===== src/rtl/riscv_pkg.sv =====
// Shared RV32I definitions used by the hazard/forward logic and by EX-side control.
// Contents: base opcode constants, the scoreboard entry layout, and the
// forward-select encoding constant for "take operand from register file".
package riscv_pkg;

  localparam logic [6:0] LUI    = 7'b0110111;
  localparam logic [6:0] AUIPC  = 7'b0010111;
  localparam logic [6:0] JAL    = 7'b1101111;
  localparam logic [6:0] JALR   = 7'b1100111;
  localparam logic [6:0] BRANCH = 7'b1100011;
  localparam logic [6:0] LOAD   = 7'b0000011;
  localparam logic [6:0] STORE  = 7'b0100011;
  localparam logic [6:0] OP_IMM = 7'b0010011;
  localparam logic [6:0] OP     = 7'b0110011;

  // Forward select 0 means "no bypass"; k+1 selects scoreboard entry k.
  localparam int unsigned FWD_RF = 0;

  typedef struct packed {
    logic       valid;
    logic       wr;
    logic       is_load;
    logic [4:0] rd;
  } sb_entry_t;

endpackage


===== src/rtl/rv_inst_decode.sv =====
// Register-usage decoder for RV32I instructions.
// Ports:
//   inst      in   32-bit instruction word
//   uses_rs1  out  instruction reads rs1
//   uses_rs2  out  instruction reads rs2
//   wr_rd     out  instruction writes rd
//   is_load   out  instruction is a LOAD (data arrives late)
//   rs1/rs2/rd out register fields, passed through unconditionally
// Unknown opcodes read nothing and write nothing.
module rv_inst_decode
  import riscv_pkg::*;
(
  input  logic [31:0] inst,
  output logic        uses_rs1,
  output logic        uses_rs2,
  output logic        wr_rd,
  output logic        is_load,
  output logic [4:0]  rs1,
  output logic [4:0]  rs2,
  output logic [4:0]  rd
);

  logic [6:0] opcode;

  assign opcode = inst[6:0];
  assign rd     = inst[11:7];
  assign rs1    = inst[19:15];
  assign rs2    = inst[24:20];

  always_comb begin
    uses_rs1 = 1'b0;
    uses_rs2 = 1'b0;
    wr_rd    = 1'b0;
    is_load  = 1'b0;
    unique case (opcode)
      LUI, AUIPC, JAL: wr_rd = 1'b1;
      JALR: begin
        wr_rd    = 1'b1;
        uses_rs1 = 1'b1;
      end
      BRANCH, STORE: begin
        uses_rs1 = 1'b1;
        uses_rs2 = 1'b1;
      end
      LOAD: begin
        wr_rd    = 1'b1;
        uses_rs1 = 1'b1;
        is_load  = 1'b1;
      end
      OP_IMM: begin
        wr_rd    = 1'b1;
        uses_rs1 = 1'b1;
      end
      OP: begin
        wr_rd    = 1'b1;
        uses_rs1 = 1'b1;
        uses_rs2 = 1'b1;
      end
      default: ;
    endcase
  end

endmodule


===== src/rtl/hazard_forward_unit.sv =====
// Hazard detection and forwarding control for the ID stage.
// Keeps a shift-register scoreboard of in-flight destinations for the stages
// after ID (entry 0 = EX) and compares the ID instruction's sources against it.
// Ports:
//   clk, rst_n  pipeline clock, async active-low reset
//   id_valid    id_inst holds a real instruction
//   id_inst     instruction in ID
//   flush       redirect: kill ID and the instruction in EX
//   fwd_rs1/2   0 = register file, k+1 = bypass from entry k
//   stall       hold PC and IF/ID, insert bubble into EX
//   stall_cnt   saturating count of stall cycles
module hazard_forward_unit
  import riscv_pkg::*;
#(
  parameter  int unsigned STAGES     = 3,
  parameter  int unsigned LOAD_READY = 1,
  parameter  int unsigned CNT_W      = 16,
  localparam int unsigned SEL_W      = $clog2(STAGES + 1)
) (
  input  logic              clk,
  input  logic              rst_n,
  input  logic              id_valid,
  input  logic [31:0]       id_inst,
  input  logic              flush,
  output logic [SEL_W-1:0]  fwd_rs1,
  output logic [SEL_W-1:0]  fwd_rs2,
  output logic              stall,
  output logic [CNT_W-1:0]  stall_cnt
);

  if (STAGES < 2 || LOAD_READY == 0 || LOAD_READY >= STAGES) begin : g_bad_params
    $error("hazard_forward_unit: requires STAGES>=2 and 0<LOAD_READY<STAGES");
  end

  logic       uses_rs1, uses_rs2, wr_rd, is_load;
  logic [4:0] rs1, rs2, rd;

  rv_inst_decode u_decode (
    .inst     (id_inst),
    .uses_rs1 (uses_rs1),
    .uses_rs2 (uses_rs2),
    .wr_rd    (wr_rd),
    .is_load  (is_load),
    .rs1      (rs1),
    .rs2      (rs2),
    .rd       (rd)
  );

  sb_entry_t        sb [STAGES];
  logic [STAGES-1:0] hit1, hit2;

  for (genvar k = 0; k < STAGES; k++) begin : g_cmp
    logic producer;
    assign producer = id_valid && sb[k].valid && sb[k].wr && (sb[k].rd != 5'd0);
    assign hit1[k]  = producer && uses_rs1 && (sb[k].rd == rs1);
    assign hit2[k]  = producer && uses_rs2 && (sb[k].rd == rs2);
  end

  logic [SEL_W-1:0] sel1, sel2;
  logic             load_use1, load_use2;

  // Scan oldest to youngest so the youngest (lowest index) hit is the last write.
  always_comb begin
    sel1      = SEL_W'(FWD_RF);
    sel2      = SEL_W'(FWD_RF);
    load_use1 = 1'b0;
    load_use2 = 1'b0;
    for (int unsigned i = 0; i < STAGES; i++) begin
      if (hit1[STAGES-1-i]) begin
        sel1      = SEL_W'(STAGES - i);
        load_use1 = sb[STAGES-1-i].is_load && ((STAGES - 1 - i) < LOAD_READY);
      end
      if (hit2[STAGES-1-i]) begin
        sel2      = SEL_W'(STAGES - i);
        load_use2 = sb[STAGES-1-i].is_load && ((STAGES - 1 - i) < LOAD_READY);
      end
    end
  end

  always_comb begin
    stall   = (load_use1 || load_use2) && !flush;
    fwd_rs1 = stall ? SEL_W'(FWD_RF) : sel1;
    fwd_rs2 = stall ? SEL_W'(FWD_RF) : sel2;
  end

  sb_entry_t new_entry;

  always_comb begin
    new_entry = '0;
    if (id_valid && !stall && !flush) begin
      new_entry.valid   = 1'b1;
      new_entry.wr      = wr_rd;
      new_entry.is_load = is_load;
      new_entry.rd      = rd;
    end
  end

  // A flush kills the instruction leaving EX, so entry 1 receives a bubble.
  always_ff @(posedge clk or negedge rst_n) begin
    if (!rst_n) begin
      for (int unsigned k = 0; k < STAGES; k++) begin
        sb[k] <= '0;
      end
    end else begin
      sb[0] <= new_entry;
      for (int unsigned k = 1; k < STAGES; k++) begin
        if (k == 1 && flush) begin
          sb[k] <= '0;
        end else begin
          sb[k] <= sb[k-1];
        end
      end
    end
  end

  always_ff @(posedge clk or negedge rst_n) begin
    if (!rst_n) begin
      stall_cnt <= '0;
    end else if (stall && (stall_cnt != '1)) begin
      stall_cnt <= stall_cnt + CNT_W'(1);
    end
  end

endmodule


===== config.mk =====
export PLATFORM = sky130hd
export DESIGN_NAME = hazard_forward_unit
export DESIGN_NICKNAME = d
export VERILOG_FILES = /design/src/rtl/riscv_pkg.sv /design/src/rtl/rv_inst_decode.sv /design/src/rtl/hazard_forward_unit.sv
export SDC_FILE = /design/constraint.sdc
export NUM_CORES = 1
export LEC_CHECK = 0
export CORE_AREA = 8 8 89 67
export CTS_CLUSTER_DIAMETER = 150
export DETAILED_ROUTE_END_ITERATION = 8
export DIE_AREA = 0 0 97 75
export MAX_ROUTING_LAYER = met4
export PLACE_DENSITY_LB_ADDON = 0.08
export SETUP_SLACK_MARGIN = 0.02
export SYNTH_ARGS = -nofsm -noshare
export SYNTH_HDL_FRONTEND = slang
export SYNTH_HIERARCHICAL = 1
export SYNTH_SLANG_ARGS = --single-unit

===== constraint.sdc =====
create_clock -name clk -period 6.4 [get_ports clk]
set_input_delay 1.6 -clock clk [delete_from_list [all_inputs] [get_ports clk]]
set_output_delay 1.6 -clock clk [all_outputs]
set_load 0.02 [all_outputs]

After elaboration in Yosys (flattened, before gate mapping):

Index checks and enable logic that the tools add are counted.

* equality and inequality tests: 16
* mux-type cells: 16
* reductions and logical operators: 34
* add/subtract/negate cells: 1

Operator list (number)
* $eq A5 B5 Y1: 6
* $logic_and A1 B1 Y1: 25
* $eq A7 B6 Y1 const B: 3
* $eq A7 B7 Y1 const B: 3
* $add A16 B1 Y16 const B: 1
* $mux W2: 8
* $mux W8: 2
* $ne A16 B16 Y1 const B: 1
* $reduce_bool A5 Y1: 3
* $eq A7 B5 Y1 const B: 2
* $eq A7 B2 Y1 const B: 1
* $reduce_or A7 Y1: 1
* $mux W1: 6
* $reduce_or A6 Y1: 1
* $reduce_or A3 Y1: 1
* $logic_not A1 Y1: 2
* $logic_or A1 B1 Y1: 1

* output and inout port bits: 21
* register bits: 38
* input port bits: 36

Longest topological paths before layout:

* word-level depth: 12
* gate-level depth with buffers: 8

Modules after synthesis:

The synthesis kept the hierarchy.

By module, submodules not included
* hazard_forward_unit: area each 1965.6 µm², seq. area each 950.9 µm², instances 1, cells each 180
* rv_inst_decode: area each 210.2 µm², seq. area each 0.0 µm², instances 1, cells each 26

Worst setup path after synthesis:

Ideal clock, no wire load.

* path kind: input to output
* start: input port id_inst[19]
* end: output port fwd_rs1[0]
* arrival: 2.811 ns
* path slack: 1.989 ns
* stages: 7
* path through: buf_4 xor2_1 nor4_1 and3_1 o21ba_4 buf_6 a21oi_1

* word-level cells in the longest chain between the ends: 6
* elaborated cells between the ends (all ways): 13
* classes of those cells: eq/ne: 3; mux: 5; reduce/logical: 5

Ends and longest elaborated chain
* start, declared: line hazard_forward_unit.sv:23 `input logic [31:0] id_inst,`
* $eq A5 B5 Y1: line hazard_forward_unit.sv:55 `assign hit1[k] = producer && uses_rs1 && (sb[k].rd == rs1);`
* $logic_and A1 B1 Y1: line hazard_forward_unit.sv:55
* $mux W1: line hazard_forward_unit.sv:69 `if (hit1[STAGES-1-i]) begin`
* $logic_or A1 B1 Y1: line hazard_forward_unit.sv:81 `stall = (load_use1 || load_use2) && !flush;`
* $logic_and A1 B1 Y1: line hazard_forward_unit.sv:81
* named net stall: line hazard_forward_unit.sv:27 `output logic stall,`
* $mux W2: line hazard_forward_unit.sv:82 `fwd_rs1 = stall ? SEL_W'(FWD_RF) : sel1;`
* end, declared: line hazard_forward_unit.sv:25 `output logic [SEL_W-1:0] fwd_rs1,`

The timed path passes the listed nets, and every way through them passes these cells.

Worst setup path in the final report:

* start: input port id_inst[0]
* end: output port fwd_rs2[0]

* word-level cells in the longest chain between the ends: 9
* elaborated cells between the ends (all ways): 26
* classes of those cells: eq/ne: 6; mux: 8; reduce/logical: 12

Ends and longest elaborated chain
* $eq A7 B7 Y1 or $eq A7 B6 Y1 (tied branches): line rv_inst_decode.sv:35 `unique case (opcode)`
* $reduce_or A3 Y1 (no line) *
* $mux W1 *: line rv_inst_decode.sv:35
* named net uses_rs2: line hazard_forward_unit.sv:35 `logic uses_rs1, uses_rs2, wr_rd, is_load;`
* $logic_and A1 B1 Y1 (2 in a row): line hazard_forward_unit.sv:56 `assign hit2[k] = producer && uses_rs2 && (sb[k].rd == rs2);`
* $mux W2 or $mux W1 (tied branches): line hazard_forward_unit.sv:73 `if (hit2[STAGES-1-i]) begin`
* $mux W2 or $logic_or A1 B1 Y1 (tied branches): line hazard_forward_unit.sv:73, hazard_forward_unit.sv:81
* $mux W2 or $logic_and A1 B1 Y1 (tied branches): line hazard_forward_unit.sv:73, hazard_forward_unit.sv:81
* $mux W2 *: line hazard_forward_unit.sv:83 `fwd_rs2 = stall ? SEL_W'(FWD_RF) : sel2;`
* end, declared: line hazard_forward_unit.sv:26 `output logic [SEL_W-1:0] fwd_rs2,`

Mark *: on every way through the listed nets, which the timed path passes. The rest lies on a longest branch.

==> results by group <==
Status
  – Status: complete, no violations

Placed design
  – HPWL Detailed: 3520 µm
  – Port bufs: 46
  – GPL Wtd Cong: 0.755

Critical path
  – Crit Path Class: input port to output port
  – CP Capture Point: fwd_rs2[0]
  – Reg2reg start: stall_cnt[3]
  – Critical Path End Type: output port
  – R2r setup slk: 4.24 ns
  – Critical-path maximum fanout: 3
  – CP arrival: 4.03 ns
  – Crit path launch type: input port
  – Worst r2r dst: stall_cnt[1]
  – Crit. Startpoint: id_inst[0]
  – Required @ worst endpoint: 4.80 ns
  – Reg2Reg Depth: 6

Clock tree
  – Clk slew on worst S/H paths: 0.07 ns
  – Htree depth: 2
  – CTS Hold Bufs: 0
  – Worst skew pair latency: 0.29 ns
  – Root buf cell: clkbuf_8
  – Count of cells resized by post-cts repair: 0
  – Clock sink count: 38
  – Number of setup buffers added after CTS: 0
  – CTS tree: yes
  – Num CTS Buffers: 5
  – Clk buf depth: 2

Worst hold path
  – Hold Crit Class: flip-flop to flip-flop

Die
  – Initial Util: 0.473
  – Die area: 0.00728 mm²
  – Total I/O pin count: 57
  – Site row count: 21
  – Die extent in x: 97 µm
  – Die height: 75 µm
  – Core area: 0.00460 mm²

Finish
  – Fill cell count: 418
  – ANT cells: 0
  – Final #Nets: 280
  – Share of layout cells above drive strength 1: 0.0820
  – Area added between synthesis and finish: 23.1%

Synth
  – EDFF count, synth: 0
  – Syn Area/Cell: 10.6 µm²
  – Main synth FF type: dfrtp_1
  – Synthesized cell area: 0.00218 mm²
  – Mapped Nets: 243
  – Yosys cell types: 39
  – Yosys reg bits: 38
  – FFs w/ async S/R, synth: 1.00
  – Gate Count Post-Synth: 206
  – Synth warn: 6
  – Register area share after synthesis: 0.437

Timing
  – Hold slack: 0.406 ns
  – Max-slew violations: 0
  – Minimum clock period: 5.63 ns
  – Final setup vio count: 0
  – Period utilisation layout: 0.879
  – Final Skew: 0.00670 ns
  – Worst Max-Slew Pin Slew: 0.534 ns
  – Achievable Freq: 178 MHz
  – Fin Setup TNS: 0 ns
  – Fin. Hold Viols: 0
  – RSZ-0062 raised after global routing: false
  – Relative slew slack: 0.644

Power
  – Tot Pwr: 0.465 mW
  – Lkg Pwr: 1.09 nW
  – IR drop worst, VDD: 0.0973 mV
  – Total power divided by cell area: 174 mW/mm²

Global route
  – Pin count of the biggest net entering global routing: 39
  – Vias in the first global route: 1,519
  – Gr ovfl total: 0
  – First-pass GRT wire length: 7410 µm
  – Initial antenna violation count: 0
  – Total GRT Usage: 0.129

Drt
  – WL/cell: 14.7 µm
  – Drt first pass iters: 4
  – Routed wire length: 4410 µm
  – Vias: 1,500
  – DRC: 0
  – Antenna-violating nets left: 0
  – Vias per cell: 4.98
  – Drt first-iter violations: 49

Job
  – Max-Cap Viols: 0
-- routing by layer --
layer  part of all wire  global-route usage  routed length, µm  up-vias
met2               0.37               0.163               1620       36
met1               0.58               0.189               2550      679
met3              0.047              0.0385                209        4
met5                  0                   -                  0        -
met4             0.0070              0.0357                 31        0
li1                   -                   -                  -      781
-- final cells by class --
type	instances	area [µm²]	area share
Clock inverter	2	12.5	0.00467
Timing Repair Buffer	47	468	0.175
Inverter	3	11.3	0.00420
Multi-Input combinational cell	148	1080	0.404
Clock buffer	6	82.6	0.0308
Tap cell	57	71.3	0.0266
Sequential cell	38	951	0.355
-- metrics by stage --
step	util	instance area, µm²	setup slack, ns	std cells
2_1_floorplan	-	2180	1.99	206
3_3_place_gp	0.562	2580	0.782	293
3_5_place_dp	0.562	2580	0.759	293
4_1_cts	0.583	2680	0.763	301
5_1_grt	0.583	2680	0.602	301
6_report	0.583	2680	0.774	301
-- worst min-delay path by stage --
stage,start,to,slack (ns),depth (start not counted)
2_1_floorplan,sb[14],sb[6],0.35,0
3_3_place_gp,sb[14],sb[6],0.38,0
4_1_cts,sb[15],sb[7],0.41,0
6_report,sb[14],sb[6],0.41,0
3_5_place_dp,sb[14],sb[6],0.39,0
5_1_grt,sb[14],sb[6],0.42,0
-- report_power, final --
part	switching, mW	internal (mW)	total [mW]	leakage, nW
combinational	0.0211	0.0277	0.0489	0.515
clock	0.0814	0.0865	0.168	0.0472
sequential	0.00440	0.244	0.248	0.524
-- layout by cell type, fill, tap and decap left out, drive strengths merged, types with 2 or more instances in the layout --
cell type	Yosys	layout
clkdlybuf4s50	0	46
dfrtp	38	38
xnor2	35	35
nand2	15	15
nand4	10	10
nand3	10	10
xor2	9	9
nor3	8	8
and2	7	7
nor2b	7	7
a21oi	7	7
nor2	6	6
clkbuf	0	6
and3	5	5
nor4	3	3
inv	3	3
o2111ai	3	3
or4	3	3
nand3b	3	3
nand2b	2	2
o22a	2	2
or2	2	2
-- cells in the mapped netlist (all sizes together) (2+ instances only) --
library cell / n / area, µm²
nand4: 10 / 62.6
nand2b: 2 / 12.5
o22a: 2 / 17.5
nor2: 6 / 22.5
nor3: 8 / 40.0
or2: 2 / 12.5
or4: 3 / 26.3
inv: 3 / 11.3
o2111ai: 3 / 26.3
a21oi: 7 / 38.8
xnor2: 35 / 307
nor2b: 7 / 43.8
nand3: 10 / 50.1
dfrtp: 38 / 951
nor4: 3 / 18.8
and3: 5 / 36.3
nand3b: 3 / 35.0
and2: 7 / 43.8
xor2: 9 / 78.8
nand2: 15 / 63.8
buf: 17 / 131
-- critical path, stage by stage --
cell and delay [ns]:
clkdlybuf4s50_1 0.54, nand3b_4 0.10, a2111oi_2 0.50, nand2_1 0.10
nor3_1 0.29, nand2b_1 0.11, a21oi_1 0.16, clkdlybuf4s50_1 0.63
-- logic make-up after synthesis --
kind of cell,after synthesis,synth area share
buffers and inverters,20,0.0656
AND/OR/NAND/NOR,83,0.224
flip-flops,38,0.437
adder cells (fa/ha/maj),1,0.00575
AO/OA/AOI/OAI,19,0.0851
multiplexers,1,0.00518
XOR/XNOR,44,0.177
-- registers in the layout, summed over array words and instances, names as in the netlist --
name and count:
sb 22, stall_cnt 16
Power figures use the tool's default switching activity.
